**src/rtl/speicher_arbiter_if.sv**
```systemverilog
`default_nettype none
// ============================================================================
// Module   : speicher_arbiter_if
// Brief    : CPU fetch/load/store channels and single-port memory bus of the
//            memory arbiter, bundled for the arbiter port list.
// Revision : 1.0 - initial release
// ============================================================================
interface speicher_arbiter_if;
  logic [31:0] InstruktionAdresse;
  logic        LeseInstruktion;
  logic [31:0] Instruktion;
  logic        InstruktionGeladen;
  logic [31:0] DatenAdresse;
  logic [31:0] DatenRaus;
  logic        LeseDaten;
  logic        SchreibeDaten;
  logic [31:0] DatenRein;
  logic        DatenGeladen;
  logic        DatenGespeichert;
  logic [31:0] SpeicherAdresse;
  logic [31:0] SpeicherSchreibDaten;
  logic        SpeicherLesen;
  logic        SpeicherSchreiben;
  logic [31:0] SpeicherLeseDaten;
  logic        SpeicherBereit;
  logic        Fehler;

  // Arbiter view: it serves the CPU requests and masters the memory bus.
  modport master (
    input  InstruktionAdresse, LeseInstruktion, DatenAdresse, DatenRaus,
           LeseDaten, SchreibeDaten, SpeicherLeseDaten, SpeicherBereit,
    output Instruktion, InstruktionGeladen, DatenRein, DatenGeladen,
           DatenGespeichert, SpeicherAdresse, SpeicherSchreibDaten,
           SpeicherLesen, SpeicherSchreiben, Fehler
  );

  modport slave (
    output InstruktionAdresse, LeseInstruktion, DatenAdresse, DatenRaus,
           LeseDaten, SchreibeDaten, SpeicherLeseDaten, SpeicherBereit,
    input  Instruktion, InstruktionGeladen, DatenRein, DatenGeladen,
           DatenGespeichert, SpeicherAdresse, SpeicherSchreibDaten,
           SpeicherLesen, SpeicherSchreiben, Fehler
  );
endinterface
`default_nettype wire

```
**src/rtl/speicher_arbiter.sv**
```systemverilog
`default_nettype none
// ============================================================================
// Module   : speicher_arbiter
// Brief    : Arbitrates CPU store/load/fetch requests onto one memory port,
//            priority store > load > fetch, with latched address/data.
// Options  : `define TIMEOUT_EN adds a wait-cycle limit and sticky Fehler flag.
// Revision : 1.0 - initial release
// ============================================================================
module speicher_arbiter #(
  parameter int unsigned TIMEOUT_ZYKLEN = 255,
  parameter logic [31:0] FEHLER_WORT    = 32'hFFFF_FFFF
) (
  input  wire logic           Clock,
  input  wire logic           Reset,
  speicher_arbiter_if.master  bus
);

  typedef enum logic [2:0] {
    LEER      = 3'd0,
    INSTR     = 3'd1,
    LESEN     = 3'd2,
    SCHREIBEN = 3'd3,
    FERTIG    = 3'd4
  } zustand_t;

  zustand_t    r_zustand;
  zustand_t    w_naechster;
  logic [31:0] r_adresse;
  logic [31:0] r_schreibDaten;
  logic [31:0] r_instruktion;
  logic [31:0] r_datenRein;
  logic        r_lesen;
  logic        r_schreiben;
  logic        r_instrGeladen;
  logic        r_datenGeladen;
  logic        r_datenGespeichert;
  logic        w_zugriff;
  logic        w_timeout;
  logic        w_beendet;

  assign w_zugriff = (r_zustand == INSTR) || (r_zustand == LESEN) ||
                     (r_zustand == SCHREIBEN);
  assign w_beendet = w_zugriff && (bus.SpeicherBereit || w_timeout);

`ifdef TIMEOUT_EN
  localparam int c_ZAEHLER_BREITE =
    ($clog2(TIMEOUT_ZYKLEN + 1) > 8) ? $clog2(TIMEOUT_ZYKLEN + 1) : 8;

  logic [c_ZAEHLER_BREITE-1:0] r_zaehler;
  logic                        r_fehler;

  // Counter holds the number of already-elapsed unacknowledged cycles, so the
  // limit is hit in the TIMEOUT_ZYKLEN-th cycle that still lacks SpeicherBereit.
  assign w_timeout = w_zugriff && !bus.SpeicherBereit &&
                     (r_zaehler == c_ZAEHLER_BREITE'(TIMEOUT_ZYKLEN - 1));

  always_ff @(posedge Clock) begin
    if (Reset) begin
      r_zaehler <= '0;
      r_fehler  <= 1'b0;
    end else begin
      if (r_zustand == LEER) begin
        r_zaehler <= '0;
      end else if (w_zugriff && !bus.SpeicherBereit) begin
        r_zaehler <= r_zaehler + 1'b1;
      end
      if (w_timeout) begin
        r_fehler <= 1'b1;
      end
    end
  end

  assign bus.Fehler = r_fehler;
`else
  assign w_timeout  = 1'b0;
  assign bus.Fehler = 1'b0;
`endif

  always_comb begin
    w_naechster = r_zustand;
    case (r_zustand)
      LEER: begin
        if (bus.SchreibeDaten) begin
          w_naechster = SCHREIBEN;
        end else if (bus.LeseDaten) begin
          w_naechster = LESEN;
        end else if (bus.LeseInstruktion) begin
          w_naechster = INSTR;
        end
      end
      INSTR, LESEN, SCHREIBEN: begin
        if (w_beendet) begin
          w_naechster = FERTIG;
        end
      end
      FERTIG:  w_naechster = LEER;
      default: w_naechster = LEER;
    endcase
  end

  always_ff @(posedge Clock) begin
    if (Reset) begin
      r_zustand          <= LEER;
      r_adresse          <= '0;
      r_schreibDaten     <= '0;
      r_instruktion      <= '0;
      r_datenRein        <= '0;
      r_lesen            <= 1'b0;
      r_schreiben        <= 1'b0;
      r_instrGeladen     <= 1'b0;
      r_datenGeladen     <= 1'b0;
      r_datenGespeichert <= 1'b0;
    end else begin
      r_zustand          <= w_naechster;
      // Strobes and done pulses are decoded from the upcoming state so they
      // leave a flop exactly aligned with the state they belong to.
      r_lesen            <= (w_naechster == INSTR) || (w_naechster == LESEN);
      r_schreiben        <= (w_naechster == SCHREIBEN);
      r_instrGeladen     <= (r_zustand == INSTR)     && w_beendet;
      r_datenGeladen     <= (r_zustand == LESEN)     && w_beendet;
      r_datenGespeichert <= (r_zustand == SCHREIBEN) && w_beendet;

      if (r_zustand == LEER) begin
        if (bus.SchreibeDaten) begin
          r_adresse      <= bus.DatenAdresse;
          r_schreibDaten <= bus.DatenRaus;
        end else if (bus.LeseDaten) begin
          r_adresse      <= bus.DatenAdresse;
        end else if (bus.LeseInstruktion) begin
          r_adresse      <= bus.InstruktionAdresse;
        end
      end

      if ((r_zustand == INSTR) && w_beendet) begin
        r_instruktion <= bus.SpeicherBereit ? bus.SpeicherLeseDaten : FEHLER_WORT;
      end
      if ((r_zustand == LESEN) && w_beendet) begin
        r_datenRein   <= bus.SpeicherBereit ? bus.SpeicherLeseDaten : FEHLER_WORT;
      end
    end
  end

  assign bus.Instruktion          = r_instruktion;
  assign bus.InstruktionGeladen   = r_instrGeladen;
  assign bus.DatenRein            = r_datenRein;
  assign bus.DatenGeladen         = r_datenGeladen;
  assign bus.DatenGespeichert     = r_datenGespeichert;
  assign bus.SpeicherAdresse      = r_adresse;
  assign bus.SpeicherSchreibDaten = r_schreibDaten;
  assign bus.SpeicherLesen        = r_lesen;
  assign bus.SpeicherSchreiben    = r_schreiben;

endmodule
`default_nettype wire

```
**src/flat_wrapper.sv**
```systemverilog
// flat-port wrapper written by rule: the top's interface ports become plain ports
module speicher_arbiter_flat 
#(
  parameter int unsigned TIMEOUT_ZYKLEN = 255,
  parameter logic [31:0] FEHLER_WORT    = 32'hFFFF_FFFF
)
  (Clock, Reset, bus_InstruktionAdresse, bus_LeseInstruktion, bus_DatenAdresse, bus_DatenRaus, bus_LeseDaten, bus_SchreibeDaten, bus_SpeicherLeseDaten, bus_SpeicherBereit, bus_Instruktion, bus_InstruktionGeladen, bus_DatenRein, bus_DatenGeladen, bus_DatenGespeichert, bus_SpeicherAdresse, bus_SpeicherSchreibDaten, bus_SpeicherLesen, bus_SpeicherSchreiben, bus_Fehler);
  speicher_arbiter_if bus_i ();
  input  wire logic Clock;
  input  wire logic Reset;
  input wire logic [$bits(bus_i.InstruktionAdresse)-1:0] bus_InstruktionAdresse;
  input wire logic [$bits(bus_i.LeseInstruktion)-1:0] bus_LeseInstruktion;
  input wire logic [$bits(bus_i.DatenAdresse)-1:0] bus_DatenAdresse;
  input wire logic [$bits(bus_i.DatenRaus)-1:0] bus_DatenRaus;
  input wire logic [$bits(bus_i.LeseDaten)-1:0] bus_LeseDaten;
  input wire logic [$bits(bus_i.SchreibeDaten)-1:0] bus_SchreibeDaten;
  input wire logic [$bits(bus_i.SpeicherLeseDaten)-1:0] bus_SpeicherLeseDaten;
  input wire logic [$bits(bus_i.SpeicherBereit)-1:0] bus_SpeicherBereit;
  output wire logic [$bits(bus_i.Instruktion)-1:0] bus_Instruktion;
  output wire logic [$bits(bus_i.InstruktionGeladen)-1:0] bus_InstruktionGeladen;
  output wire logic [$bits(bus_i.DatenRein)-1:0] bus_DatenRein;
  output wire logic [$bits(bus_i.DatenGeladen)-1:0] bus_DatenGeladen;
  output wire logic [$bits(bus_i.DatenGespeichert)-1:0] bus_DatenGespeichert;
  output wire logic [$bits(bus_i.SpeicherAdresse)-1:0] bus_SpeicherAdresse;
  output wire logic [$bits(bus_i.SpeicherSchreibDaten)-1:0] bus_SpeicherSchreibDaten;
  output wire logic [$bits(bus_i.SpeicherLesen)-1:0] bus_SpeicherLesen;
  output wire logic [$bits(bus_i.SpeicherSchreiben)-1:0] bus_SpeicherSchreiben;
  output wire logic [$bits(bus_i.Fehler)-1:0] bus_Fehler;
  assign bus_i.InstruktionAdresse = bus_InstruktionAdresse;
  assign bus_i.LeseInstruktion = bus_LeseInstruktion;
  assign bus_i.DatenAdresse = bus_DatenAdresse;
  assign bus_i.DatenRaus = bus_DatenRaus;
  assign bus_i.LeseDaten = bus_LeseDaten;
  assign bus_i.SchreibeDaten = bus_SchreibeDaten;
  assign bus_i.SpeicherLeseDaten = bus_SpeicherLeseDaten;
  assign bus_i.SpeicherBereit = bus_SpeicherBereit;
  assign bus_Instruktion = bus_i.Instruktion;
  assign bus_InstruktionGeladen = bus_i.InstruktionGeladen;
  assign bus_DatenRein = bus_i.DatenRein;
  assign bus_DatenGeladen = bus_i.DatenGeladen;
  assign bus_DatenGespeichert = bus_i.DatenGespeichert;
  assign bus_SpeicherAdresse = bus_i.SpeicherAdresse;
  assign bus_SpeicherSchreibDaten = bus_i.SpeicherSchreibDaten;
  assign bus_SpeicherLesen = bus_i.SpeicherLesen;
  assign bus_SpeicherSchreiben = bus_i.SpeicherSchreiben;
  assign bus_Fehler = bus_i.Fehler;
  speicher_arbiter #(.TIMEOUT_ZYKLEN(TIMEOUT_ZYKLEN), .FEHLER_WORT(FEHLER_WORT)) u_core (.Clock(Clock), .Reset(Reset), .bus(bus_i));
endmodule
```
**config.mk**
```make
export PLATFORM = sky130hd
export DESIGN_NAME = speicher_arbiter_flat
export DESIGN_NICKNAME = d
export VERILOG_FILES = /design/src/rtl/speicher_arbiter_if.sv /design/src/rtl/speicher_arbiter.sv /design/src/flat_wrapper.sv
export SDC_FILE = /design/constraint.sdc
export NUM_CORES = 1
export LEC_CHECK = 0
export BUFFER_PORTS_ARGS = -buffer_cell sky130_fd_sc_hd__buf_2
export CAP_MARGIN = 10
export CORE_MARGIN = 4
export CORE_UTILIZATION = 40
export DETAILED_ROUTE_END_ITERATION = 8
export GPL_TIMING_DRIVEN = 0
export PLACE_DENSITY_LB_ADDON = 0.25
export SKIP_CTS_REPAIR_TIMING = 1
export SYNTH_ARGS = -nofsm -noshare
export SYNTH_HDL_FRONTEND = slang
export SYNTH_SLANG_ARGS = --single-unit
export TNS_END_PERCENT = 50
```
**constraint.sdc**
```tcl
create_clock -name Clock -period 1.5 [get_ports Clock]
set_clock_uncertainty 0.05 [all_clocks]
set_input_delay 0.225 -clock Clock [delete_from_list [all_inputs] [get_ports Clock]]
set_output_delay 0.225 -clock Clock [all_outputs]
set_load 0.03 [all_outputs]
```
==> PnR_summary.wiki, run 1 <==
{| class="wikitable"
! Metric !! Value
|-
| Starting utilization of the core area || 41.3%
|-
| Maximum clock frequency || 664 MHz
|-
| Dpl hpwl || 11.7 mm
|-
| Number of detailed-route iterations in the first pass || 4
|-
| Leakage power of the design || 0.00368 µW
|-
| Placed Instance Area || 0.00657 mm²
|-
| Net count reported at finish || 1,044
|-
| Crit path launch || u_core.r_zustand[1]$_SDFF_PP0_
|-
| Area of the die || 0.0144 mm²
|-
| Most numerous cell types in the synthesized netlist || 193 x nand2_1, 136 x dfxtp_1, 97 x a21oi_1
|-
| Critical Path End Type || register
|-
| Die extent in x || 120 µm
|-
| Final count of hold timing violations || 1
|-
| Ratio of cells with drive above 1 in the final layout || 40.0%
|-
| Final global-route overflow total || 0
|-
| Placeable core region || 0.0122 mm²
|-
| Register-to-register setup slack || -0.007 ns
|-
| Largest stage delay on the critical path || 0.35 ns
|-
| Result of the run || finished, violations left
|-
| Power per cell area || 1420 mW/mm²
|-
| Number of warnings issued by yosys || 0
|-
| End of the worst register-to-register path || u_core.bus.SpeicherLesen$_SDFF_PP0_
|-
| Power spent charging and discharging nets || 3200 µW
|-
| Number of vias per cell || 4.71
|-
| Synth-to-layout area growth || 53.3%
|-
| TritonCTS clock tree || done
|-
| Post-synthesis instance area || 0.00502 mm²
|-
| RePlAce Congestion || 0.779
|-
| Worst relative slew slack || 58.6%
|-
| Library cells used by synthesis || 25
|-
| Maximum vdd ir drop || 0.978 mV
|-
| Initial antenna violation count || 0
|-
| Startpoint of the worst register-to-register path || u_core.r_zustand[1]$_SDFF_PP0_
|-
| Violation count after the first detailed-route iteration || 329
|-
| Count of input and output buffers || 265
|-
| Cell Rows || 40
|-
| Synthesized flop and latch total || 136
|-
| Violated checks || negative hold slack, negative setup slack
|-
| Clock transition time at the flip-flop clock pins of the worst setup and hold paths || 0.06 ns
|-
| Tightest Pin Transition || 0.621 ns
|-
| Part of the Yosys area used for sequential elements || 54.3%
|-
| Number of maximum-capacitance violations || 0
|-
| GR Util All Layers || 21.1%
|-
| Combinational cell fraction of total power || 22.5%
|-
| Top-area cell type share of the netlist area || 54.3%
|-
| Setup CP Type || register to register
|-
| Most repeated cell in the gate-level netlist after synthesis || nand2_1
|-
| Share of total power consumed by net switching || 29.2%
|-
| Total power || 11,000 µW
|-
| Post-synth EDFFs || 0
|-
| Category of the worst setup path launch point || register
|-
| Maximum number of pins on one net before global-route repair || 17
|-
| Maximum buffer depth of the clock tree || 2
|-
| Largest area contributor in the synthesized netlist || dfxtp_1
|-
| Final setup violating endpoints || 1
|-
| Remaining antenna violation count || 0
|-
| Vias || 5,148
|-
| Int Pwr || 7760 µW
|-
| Cell count of the worst reg-to-reg path || 5
|-
| Hold WS || -0.000689 ns
|-
| Wire per inst || 14.6 µm
|-
| Capturing instance or port of the critical path || u_core.bus.SpeicherLesen$_SDFF_PP0_
|-
| Total clock sinks || 136
|-
| RSZ-0062 raised after global routing || true
|-
| I/O pin count || 268
|-
| Largest fanout on the critical path || 4
|-
| Post-layout minimum cycle time || 1.51 ns
|-
| Number of placed cells counting well taps || 1,033
|-
| Height of the chip || 120 µm
|-
| Ys async rst share || 0%
|-
| Average footprint of a synthesized cell || 8.36 µm²
|-
| Count of final max-slew check failures || 0
|-
| Arrival time at the worst endpoint || 1.76 ns
|-
| Cell type of the slowest stage on the worst timing path || dfxtp_4
|-
| Layout Cells excl Fill || 1,092
|-
| Number of DRC violations after detailed routing || 0
|-
| Cells taking the most area after synthesis || dfxtp_1 54%, nand2_1 14%, a21oi_1 9.7%
|-
| Final setup slack of the worst path || -0.00713 ns
|-
| Synthesized instance count || 600
|-
| Cts bufs inserted || 17
|-
| Pre-CTS setup slack || -0.509 ns
|-
| Required time of the critical path || 1.76 ns
|-
| Crit path cell chain || buf_4, nor4b_4, a211oi_2, or3_1, and4b_1
|-
| CTS root buf || clkbuf_16
|-
| Total Routed Length || 15.9 mm
|-
| Final clock period utilization by the worst path || 100%
|-
| Insertion delay of the later-clocked pin in the worst-skew pair || 0.41 ns
|-
| Filler cell count || 1,126
|-
| Worst min-delay path class || primary input to register
|-
| Number of global-route vias before repair || 4,882
|-
| Primary flip-flop cell chosen by synthesis mapping || dfxtp_1
|-
| Total nets after synthesis || 734
|-
| Design Area, Final || 0.00769 mm²
|-
| Sequential fraction of design power || 37.3%
|-
| Global-route wire length before repair || 24.0 mm
|-
| Clock group share of total power || 40.2%
|-
| Number of H-tree levels || 4
|}
[final cells by class]
| cell class | instances | area [µm²] | area share (%) |
|---|---|---|---|
| Sequential cell | 136 | 2730 | 35.4 |
| Multi-Input combinational cell | 414 | 2200 | 28.6 |
| Timing Repair Buffer | 293 | 1590 | 20.7 |
| Clock buffer | 24 | 482 | 6.26 |
| Buffer | 48 | 340 | 4.42 |
| Tap cell | 168 | 210 | 2.73 |
| Clock inverter | 8 | 143 | 1.85 |
| Antenna cell | 1 | 2.50 | 0.0325 |
[flip-flops by register name, indices dropped and copies added (netlist names)]
register                         cells
u_core.bus.DatenRein                32
u_core.bus.Instruktion              32
u_core.bus.SpeicherAdresse          32
u_core.bus.SpeicherSchreibDaten     32
u_core.r_zustand                     3
u_core.bus.DatenGeladen              1
u_core.bus.DatenGespeichert          1
u_core.bus.InstruktionGeladen        1
u_core.bus.SpeicherLesen             1
u_core.bus.SpeicherSchreiben         1
[worst max-delay path, delay by kind of cell (launching register included)]
kind            cells  cell delay (ns)
buf+inv             1             0.13
simple gates        3             0.79
compound gates      1             0.09
flops               1             0.35
[worst min path at each step]
stage | end | startpoint | slack [ns] | depth (start not counted)
after global routing | u_core.bus.SpeicherSchreibDaten[1]$_SDFFE_PP0P_ | bus_DatenRaus[1] | 0.0006 | 3
after floorplan | u_core.bus.SpeicherSchreibDaten[0]$_SDFFE_PP0P_ | bus_DatenRaus[0] | 0.31 | 2
after detailed placement | u_core.bus.SpeicherSchreibDaten[8]$_SDFFE_PP0P_ | u_core.bus.SpeicherSchreibDaten[8]$_SDFFE_PP0P_ | 0.39 | 2
after global placement | u_core.bus.DatenRein[5]$_SDFFE_PP0P_ | u_core.bus.DatenRein[5]$_SDFFE_PP0P_ | 0.39 | 2
after CTS | u_core.bus.SpeicherSchreibDaten[23]$_SDFFE_PP0P_ | bus_DatenRaus[23] | -0.03 | 3
final | u_core.bus.SpeicherSchreibDaten[5]$_SDFFE_PP0P_ | bus_DatenRaus[5] | -0.0007 | 3
[power groups by stage]
stage               combinational [µW]  clock (µW)  sequential, µW
finish                            2470        4400            4090
global route                      2670        4640            4130
CTS                               2180        4460            4080
detailed placement                2170           0            4160
global placement                  2160           0            4150
floorplan                          811           0            4770
[placed cells by master, fill, tap and decap left out, types with 2 or more instances in the layout]
cell type	netlist	final
clkbuf_8	0	3
buf_8	0	3
bufinv_16	0	4
a21oi_1	97	96
clkbuf_16	0	18
a211oi_2	0	15
a211oi_1	33	18
buf_4	5	17
nand2_1	193	193
buf_2	16	276
clkinv_2	0	3
dlygate4sd3_1	0	16
dfxtp_1	136	135
nor2_2	0	4
buf_6	0	10
clkbuf_4	0	3
clkbuf_1	28	18
o21ai_0	2	2
nor2_1	39	34
mux2i_1	32	32
[routing by layer]
metal  routed length [µm]  vias to the layer above  GRT usage (%)  share of wire, %
li1                     -                     2615              -                 -
met1                 6520                     2316           25.3                41
met2                 7840                      190           34.5                49
met3                 1260                       27           7.40               7.9
met4                  295                        0           8.66               1.9
met5                    0                        -              0                 0
[logic make-up (layout without fill, tap and decap cells)]
logic type      Yosys count  count (layout)  share of synthesized area (%)
compound gates          133             133                           15.0
buf+inv                  50             373                           4.51
flops                   136             136                           54.3
mux                      32              32                           6.38
other cells               1               2                         0.0747
simple gates            248             248                           19.8
[stage by stage]
step,util [%],hold WS (ns),TNS [ns]
after global placement,54.0,0.390,-34.64
after CTS,59.1,-0.0277,-17.93
final,63.2,-0.000689,-0.00713
after global routing,63.2,0.000613,-1.81
after floorplan,-,0.311,0
after detailed placement,54.0,0.393,-37.46
Power figures use the tool's default switching activity.
==> run 2, diff against run 1 <==
CELL_PAD_IN_SITES_DETAIL_PLACEMENT = 1   (was unset)
CELL_PAD_IN_SITES_GLOBAL_PLACEMENT = 1   (was unset)
CORE_UTILIZATION = 28   (was 40)
==> PnR_summary.wiki, run 2 (synthesis results as in run 1) <==
{| class="wikitable"
! Metric !! Value
|-
| Result of the run || finished, violations left
|-
| Violated checks || negative hold slack, negative setup slack
|-
| Power per cell area || 1400 mW/mm² (-1.6%)
|-
| Critical path's top delay family || simple AND/OR/NAND/NOR gates
|-
| Largest fanout on the critical path || 4 (unchanged)
|-
| Final global-route overflow total || 0 (unchanged)
|-
| Critical Path End Type || register
|-
| Global-route wire length before repair || 27.0 mm (+12%)
|-
| Net count reported at finish || 1,035 (-0.86%)
|-
| Total Routed Length || 18.1 mm (+14%)
|-
| Clock transition time at the flip-flop clock pins of the worst setup and hold paths || 0.06 ns (about the same)
|-
| Final setup slack of the worst path || -0.00774 ns (-0.000602 ns)
|-
| Total power || 10,800 µW (-1.6%)
|-
| GR Util All Layers || 17.0% (-4.1 points)
|-
| I/O pin count || 268 (unchanged)
|-
| Worst min-delay path class || primary input to register
|-
| Vias || 5,172 (+0.47%)
|-
| Cts bufs inserted || 17 (unchanged)
|-
| Leakage power of the design || 0.00364 µW (-1.2%)
|-
| Remaining antenna violation count || 0 (unchanged)
|-
| Maximum clock frequency || 663 MHz (about the same)
|-
| Placeable core region || 0.0174 mm² (+43%)
|-
| Highest-count cells in the layout ignoring fill and taps || 277 x buf_2, 193 x nand2_1, 134 x dfxtp_1
|-
| Area of the die || 0.0201 mm² (+40%)
|-
| Wire per inst || 15.9 µm (+8.8%)
|-
| Number of H-tree levels || 4 (unchanged)
|-
| RePlAce Congestion || 0.769 (-1.3%)
|-
| Post-layout minimum cycle time || 1.51 ns (+0.000602 ns)
|-
| Die extent in x || 142 µm (+18%)
|-
| Number of detailed-route iterations in the first pass || 4 (unchanged)
|-
| Total clock sinks || 136 (unchanged)
|-
| Hold WS || -0.00398 ns (-0.00330 ns)
|-
| Tightest Pin Transition || 0.631 ns (+0.00996 ns)
|-
| RSZ-0062 raised after global routing || true
|-
| Height of the chip || 142 µm (+18%)
|-
| Dpl hpwl || 13.5 mm (+15%)
|-
| Number of global-route vias before repair || 5,108 (+4.6%)
|-
| Starting utilization of the core area || 28.8% (-12 points)
|-
| Maximum buffer depth of the clock tree || 2 (unchanged)
|-
| Final clock period utilization by the worst path || 101% (about the same)
|-
| Arrival time at the worst endpoint || 1.76 ns (about the same)
|-
| Final count of hold timing violations || 5 (+4)
|-
| Count of final max-slew check failures || 0 (unchanged)
|-
| Violation count after the first detailed-route iteration || 164 (-50%)
|-
| Category of the worst setup path launch point || register
|-
| Worst relative slew slack || 57.9% (-0.66 points)
|-
| TritonCTS clock tree || done
|-
| Synth-to-layout area growth || 53.3% (unchanged)
|-
| Cell Rows || 48 (+20%)
|-
| Sum of buffers and inverters on the critical path || 1 (unchanged)
|-
| Utilization of the core after routing || 44.2% (-19 points)
|-
| Number of maximum-capacitance violations || 0 (unchanged)
|-
| Count of input and output buffers || 265 (unchanged)
|-
| Most frequent standard cell in the layout excluding fill and tap cells || buf_2
|-
| Number of vias per cell || 4.54 (-3.7%)
|-
| Maximum vdd ir drop || 0.759 mV (-22%)
|-
| Setup CP Type || register to register
|-
| Insertion delay of the later-clocked pin in the worst-skew pair || 0.41 ns (about the same)
|-
| Number of DRC violations after detailed routing || 0 (unchanged)
|-
| Ratio of cells with drive above 1 in the final layout || 41.4% (+1.4 points)
|-
| Largest stage delay on the critical path || 0.32 ns (-0.03 ns)
|-
| Final setup violating endpoints || 1 (unchanged)
|-
| Crit path cell chain || buf_4, nor4b_4, a211oi_2, or3_1, and4b_1
|-
| Diodes inserted || 0 (-1)
|-
| Initial antenna violation count || 1 (+1)
|-
| Total Negative Setup Slacks || -0.00774 ns (-0.000602 ns)
|-
| Maximum number of pins on one net before global-route repair || 17 (unchanged)
|-
| CTS root buf || clkbuf_16
|-
| Filler cell count || 2,159 (+92%)
|-
| Cell type of the slowest stage on the worst timing path || dfxtp_2
|-
| Required time of the critical path || 1.75 ns (about the same)
|}
run 2: layout make-up:
class,count,area [µm²],share of cell area (%)
plain buffers,47,329,4.28
clock buffers,20,457,5.94
clock inverters,12,125,1.63
multi-input cells,414,2210,28.8
flip-flops and latches,136,2730,35.4
well taps,225,282,3.66
repair buffers,285,1560,20.3
run 2: worst min-delay path, stage by stage:
cell	delay, ns
buf_2	0.10
nand2_1	0.04
a21oi_1	0.05
run 2: where the power goes:
group,switching (µW),total (µW),internal (µW)
Clock,1590,4110,2530
Combinational,1610,2570,957
Sequential,161,4100,3940
run 2: layer usage:
layer  GRT usage, %  part of all wire, %
met1           20.7                   43
met2           28.4                   48
met3           4.68                  6.5
met4           6.72                  2.1
met5              0                0.072
run 2: per-stage QoR:
step	cells	setup WS, ns	cell area, µm²	hold WS, ns
6_report	1139	-0.00774	7690	-0.00398
3_5_place_dp	1090	-0.585	6640	0.394
5_1_grt	1139	-0.100	7690	0.00208
3_3_place_gp	1090	-0.602	6640	0.389
2_1_floorplan	600	0.00184	5030	0.311
4_1_cts	1122	-0.249	7220	-0.0256
run 2: path summary, 6_finish.rpt:
check	from	end	slack (ns)	cells after the start
worst max-delay path	u_core.r_zustand[1]$_SDFF_PP0_	u_core.bus.SpeicherLesen$_SDFF_PP0_	-0.008	5
worst min-delay path	bus_DatenRaus[14]	u_core.bus.SpeicherSchreibDaten[14]$_SDFFE_PP0P_	-0.004	3
worst max register to register	u_core.r_zustand[1]$_SDFF_PP0_	u_core.bus.SpeicherLesen$_SDFF_PP0_	-0.008	5
worst min register to register	u_core.bus.SpeicherSchreibDaten[22]$_SDFFE_PP0P_	u_core.bus.SpeicherSchreibDaten[22]$_SDFFE_PP0P_	0.40	2
==> run 3, diff against run 2 <==
CELL_PAD_IN_SITES_DETAIL_PLACEMENT = 0   (was 1)
CELL_PAD_IN_SITES_GLOBAL_PLACEMENT = 2   (was 1)
CORE_UTILIZATION = 26   (was 28)
clock period = 1.89 ns   (was 1.5 ns; I/O delays follow)
==> PnR_summary.wiki, run 3 (synthesis results as in run 1) <==
{| class="wikitable"
! Metric !! Value
|-
| Tightest Pin Transition || 0.593 ns (-0.0381 ns)
|-
| CTS root buf || clkbuf_16
|-
| Dpl hpwl || 13.4 mm (-0.56%)
|-
| Arrival time at the worst endpoint || 1.99 ns (+0.23 ns)
|-
| Maximum number of pins on one net before global-route repair || 17 (unchanged)
|-
| Number of DRC violations after detailed routing || 0 (unchanged)
|-
| Cell count of the worst reg-to-reg path || 7 (+2)
|-
| RePlAce Congestion || 0.759 (-1.4%)
|-
| I/O pin count || 268 (unchanged)
|-
| Synth-to-layout area growth || 44.1%
|-
| Total clock sinks || 136 (unchanged)
|-
| Diodes inserted || 0 (unchanged)
|-
| Final count of hold timing violations || 0 (-5)
|-
| Cell type of the slowest stage on the worst timing path || buf_2
|-
| Cts bufs inserted || 17 (unchanged)
|-
| Total Routed Length || 17.1 mm (-5.4%)
|-
| Insertion delay of the later-clocked pin in the worst-skew pair || 0.40 ns (about the same)
|-
| Capturing instance or port of the critical path || u_core.bus.DatenRein[25]$_SDFFE_PP0P_
|-
| TritonCTS clock tree || done
|-
| Result of the run || finished clean
|-
| Final setup violating endpoints || 0 (-1)
|-
| Final clock period utilization by the worst path || 90.5% (-10 points)
|-
| Violation count after the first detailed-route iteration || 102 (-38%)
|-
| Number of global-route vias before repair || 5,256 (+2.9%)
|-
| Largest stage delay on the critical path || 0.30 ns (-0.02 ns)
|-
| Final global-route overflow total || 0 (unchanged)
|-
| Highest-count cells in the layout ignoring fill and taps || 281 x buf_2, 193 x nand2_1, 136 x dfxtp_1
|-
| Maximum buffer depth of the clock tree || 2 (unchanged)
|-
| Maximum clock frequency || 584 MHz (-12%)
|-
| Power per cell area || 1120 mW/mm² (-20%)
|-
| Category of the worst setup path launch point || register
|-
| Setup CP Type || register to register
|-
| Number of H-tree levels || 4 (unchanged)
|-
| GR Util All Layers || 15.4% (-1.6 points)
|-
| Utilization of the core after routing || 38.4% (-5.7 points)
|-
| Number of vias per cell || 4.33 (-4.7%)
|-
| Final setup slack of the worst path || 0.179 ns (+0.186 ns)
|-
| Post-layout minimum cycle time || 1.71 ns (+0.204 ns)
|-
| Ratio of cells with drive above 1 in the final layout || 35.2% (-6.1 points)
|-
| Cell Rows || 50 (+4.2%)
|-
| Initial antenna violation count || 0 (-1)
|-
| Starting utilization of the core area || 26.7% (-2.2 points)
|-
| Pre-CTS setup slack || -0.340 ns (+0.244 ns)
|-
| Number of detailed-route iterations in the first pass || 5 (+1)
|-
| Wire per inst || 14.8 µm (-6.9%)
|-
| Register-to-register setup slack || 0.18 ns (+0.19 ns)
|-
| Largest fanout on the critical path || 10 (+6)
|-
| Startpoint of the worst register-to-register path || u_core.r_zustand[2]$_SDFF_PP0_
|-
| Maximum vdd ir drop || 0.579 mV (-24%)
|-
| End of the worst register-to-register path || u_core.bus.DatenRein[25]$_SDFFE_PP0P_
|-
| Worst min-delay path class || primary input to register
|-
| Required time of the critical path || 2.17 ns (+0.42 ns)
|-
| Count of final max-slew check failures || 0 (unchanged)
|-
| Number of maximum-capacitance violations || 0 (unchanged)
|-
| Net count reported at finish || 1,019 (-1.5%)
|-
| Die extent in x || 147 µm (+3.6%)
|-
| Most prevalent standard cell on the critical path || buf_2
|-
| Hold WS || 0.0570 ns (+0.0610 ns)
|-
| Total power || 8130 µW (-25%)
|-
| RSZ-0062 raised after global routing || false
|-
| Vias || 5,005 (-3.2%)
|-
| Remaining antenna violation count || 0 (unchanged)
|-
| Worst relative slew slack || 60.5% (+2.5 points)
|-
| Count of input and output buffers || 265 (unchanged)
|-
| Critical Path End Type || register
|-
| Leakage power of the design || 0.00345 µW (-5.1%)
|-
| Crit path launch || u_core.r_zustand[2]$_SDFF_PP0_
|-
| Area of the die || 0.0216 mm² (+7.2%)
|-
| Global-route wire length before repair || 26.7 mm (-1.2%)
|-
| Most frequent standard cell in the layout excluding fill and tap cells || buf_2
|-
| Crit path cell chain || buf_2, nor2_1, and3_1, clkbuf_1, buf_2, nand2_1, a21oi_1
|-
| Clock transition time at the flip-flop clock pins of the worst setup and hold paths || 0.06 ns (about the same)
|-
| Placeable core region || 0.0188 mm² (+8.1%)
|-
| Height of the chip || 147 µm (+3.6%)
|}
[run 3: cell count changes in the layout (fill, tap and decap cells not counted), moves of 9 or more]
cell	before	now
nor2_1	28	39
dlygate4sd3_1	9	0
nor2_2	10	0
a211oi_1	17	33
clkbuf_1	14	31
a211oi_2	16	0
[run 3: per-stage QoR]
step | cells | TNS (ns) | instance area [µm²]
after floorplan | 600 | 0 | 5020
after global placement | 1125 | -11.05 | 6670
after CTS | 1156 | 0 | 7230
after global routing | 1157 | 0 | 7230
final | 1157 | 0 | 7230
after detailed placement | 1125 | -18.36 | 6670
[run 3: layout make-up]
| class | instances | area [µm²] |
|---|---|---|
| clock inverters | 9 | 101 |
| clock buffers | 22 | 454 |
| multi-input cells | 414 | 2070 |
| flip-flops and latches | 136 | 2720 |
| repair buffers | 266 | 1330 |
| plain buffers | 50 | 226 |
| fillers | 1994 | 11600 |
| well taps | 260 | 325 |
[run 3: report_power, final]
part           switching [µW]  internal [µW]  total, µW
sequential                129           3120       3250
clock                    1210           1960       3170
combinational            1160            553       1710
total                    2500           5630       8130
[run 3: critical path, delay by kind of cell (launching register included)]
| kind | cells | cell delay (ns) |
|---|---|---|
| AOI/OAI and AO/OA | 1 | 0.13 |
| and+or+nand+nor | 3 | 0.45 |
| buffers and inverters | 3 | 0.71 |
| DFF | 1 | 0.29 |
[run 3: worst min path at each step]
stage / start / to / slack [ns] / depth (start not counted)
global placement: u_core.bus.DatenRein[14]$_SDFFE_PP0P_ / u_core.bus.DatenRein[14]$_SDFFE_PP0P_ / 0.39 / 2
finish: bus_DatenRaus[26] / u_core.bus.SpeicherSchreibDaten[26]$_SDFFE_PP0P_ / 0.06 / 3
global route: bus_DatenRaus[9] / u_core.bus.SpeicherSchreibDaten[9]$_SDFFE_PP0P_ / 0.05 / 3
floorplan: bus_DatenRaus[0] / u_core.bus.SpeicherSchreibDaten[0]$_SDFFE_PP0P_ / 0.37 / 2
CTS: bus_DatenRaus[26] / u_core.bus.SpeicherSchreibDaten[26]$_SDFFE_PP0P_ / 0.04 / 3
detailed placement: u_core.bus.Instruktion[27]$_SDFFE_PP0P_ / u_core.bus.Instruktion[27]$_SDFFE_PP0P_ / 0.39 / 2
[run 3: metal layers]
metal / GRT usage [%] / vias to the layer above / part of all wire [%] / wire, µm
met4: 4.33 / 0 / 1.4 / 245
met2: 26.9 / 176 / 48 / 8290
met3: 5.95 / 14 / 8.0 / 1370
met1: 17.5 / 2256 / 42 / 7190
li1: - / 2559 / - / -
met5: 0 / - / 0 / 0
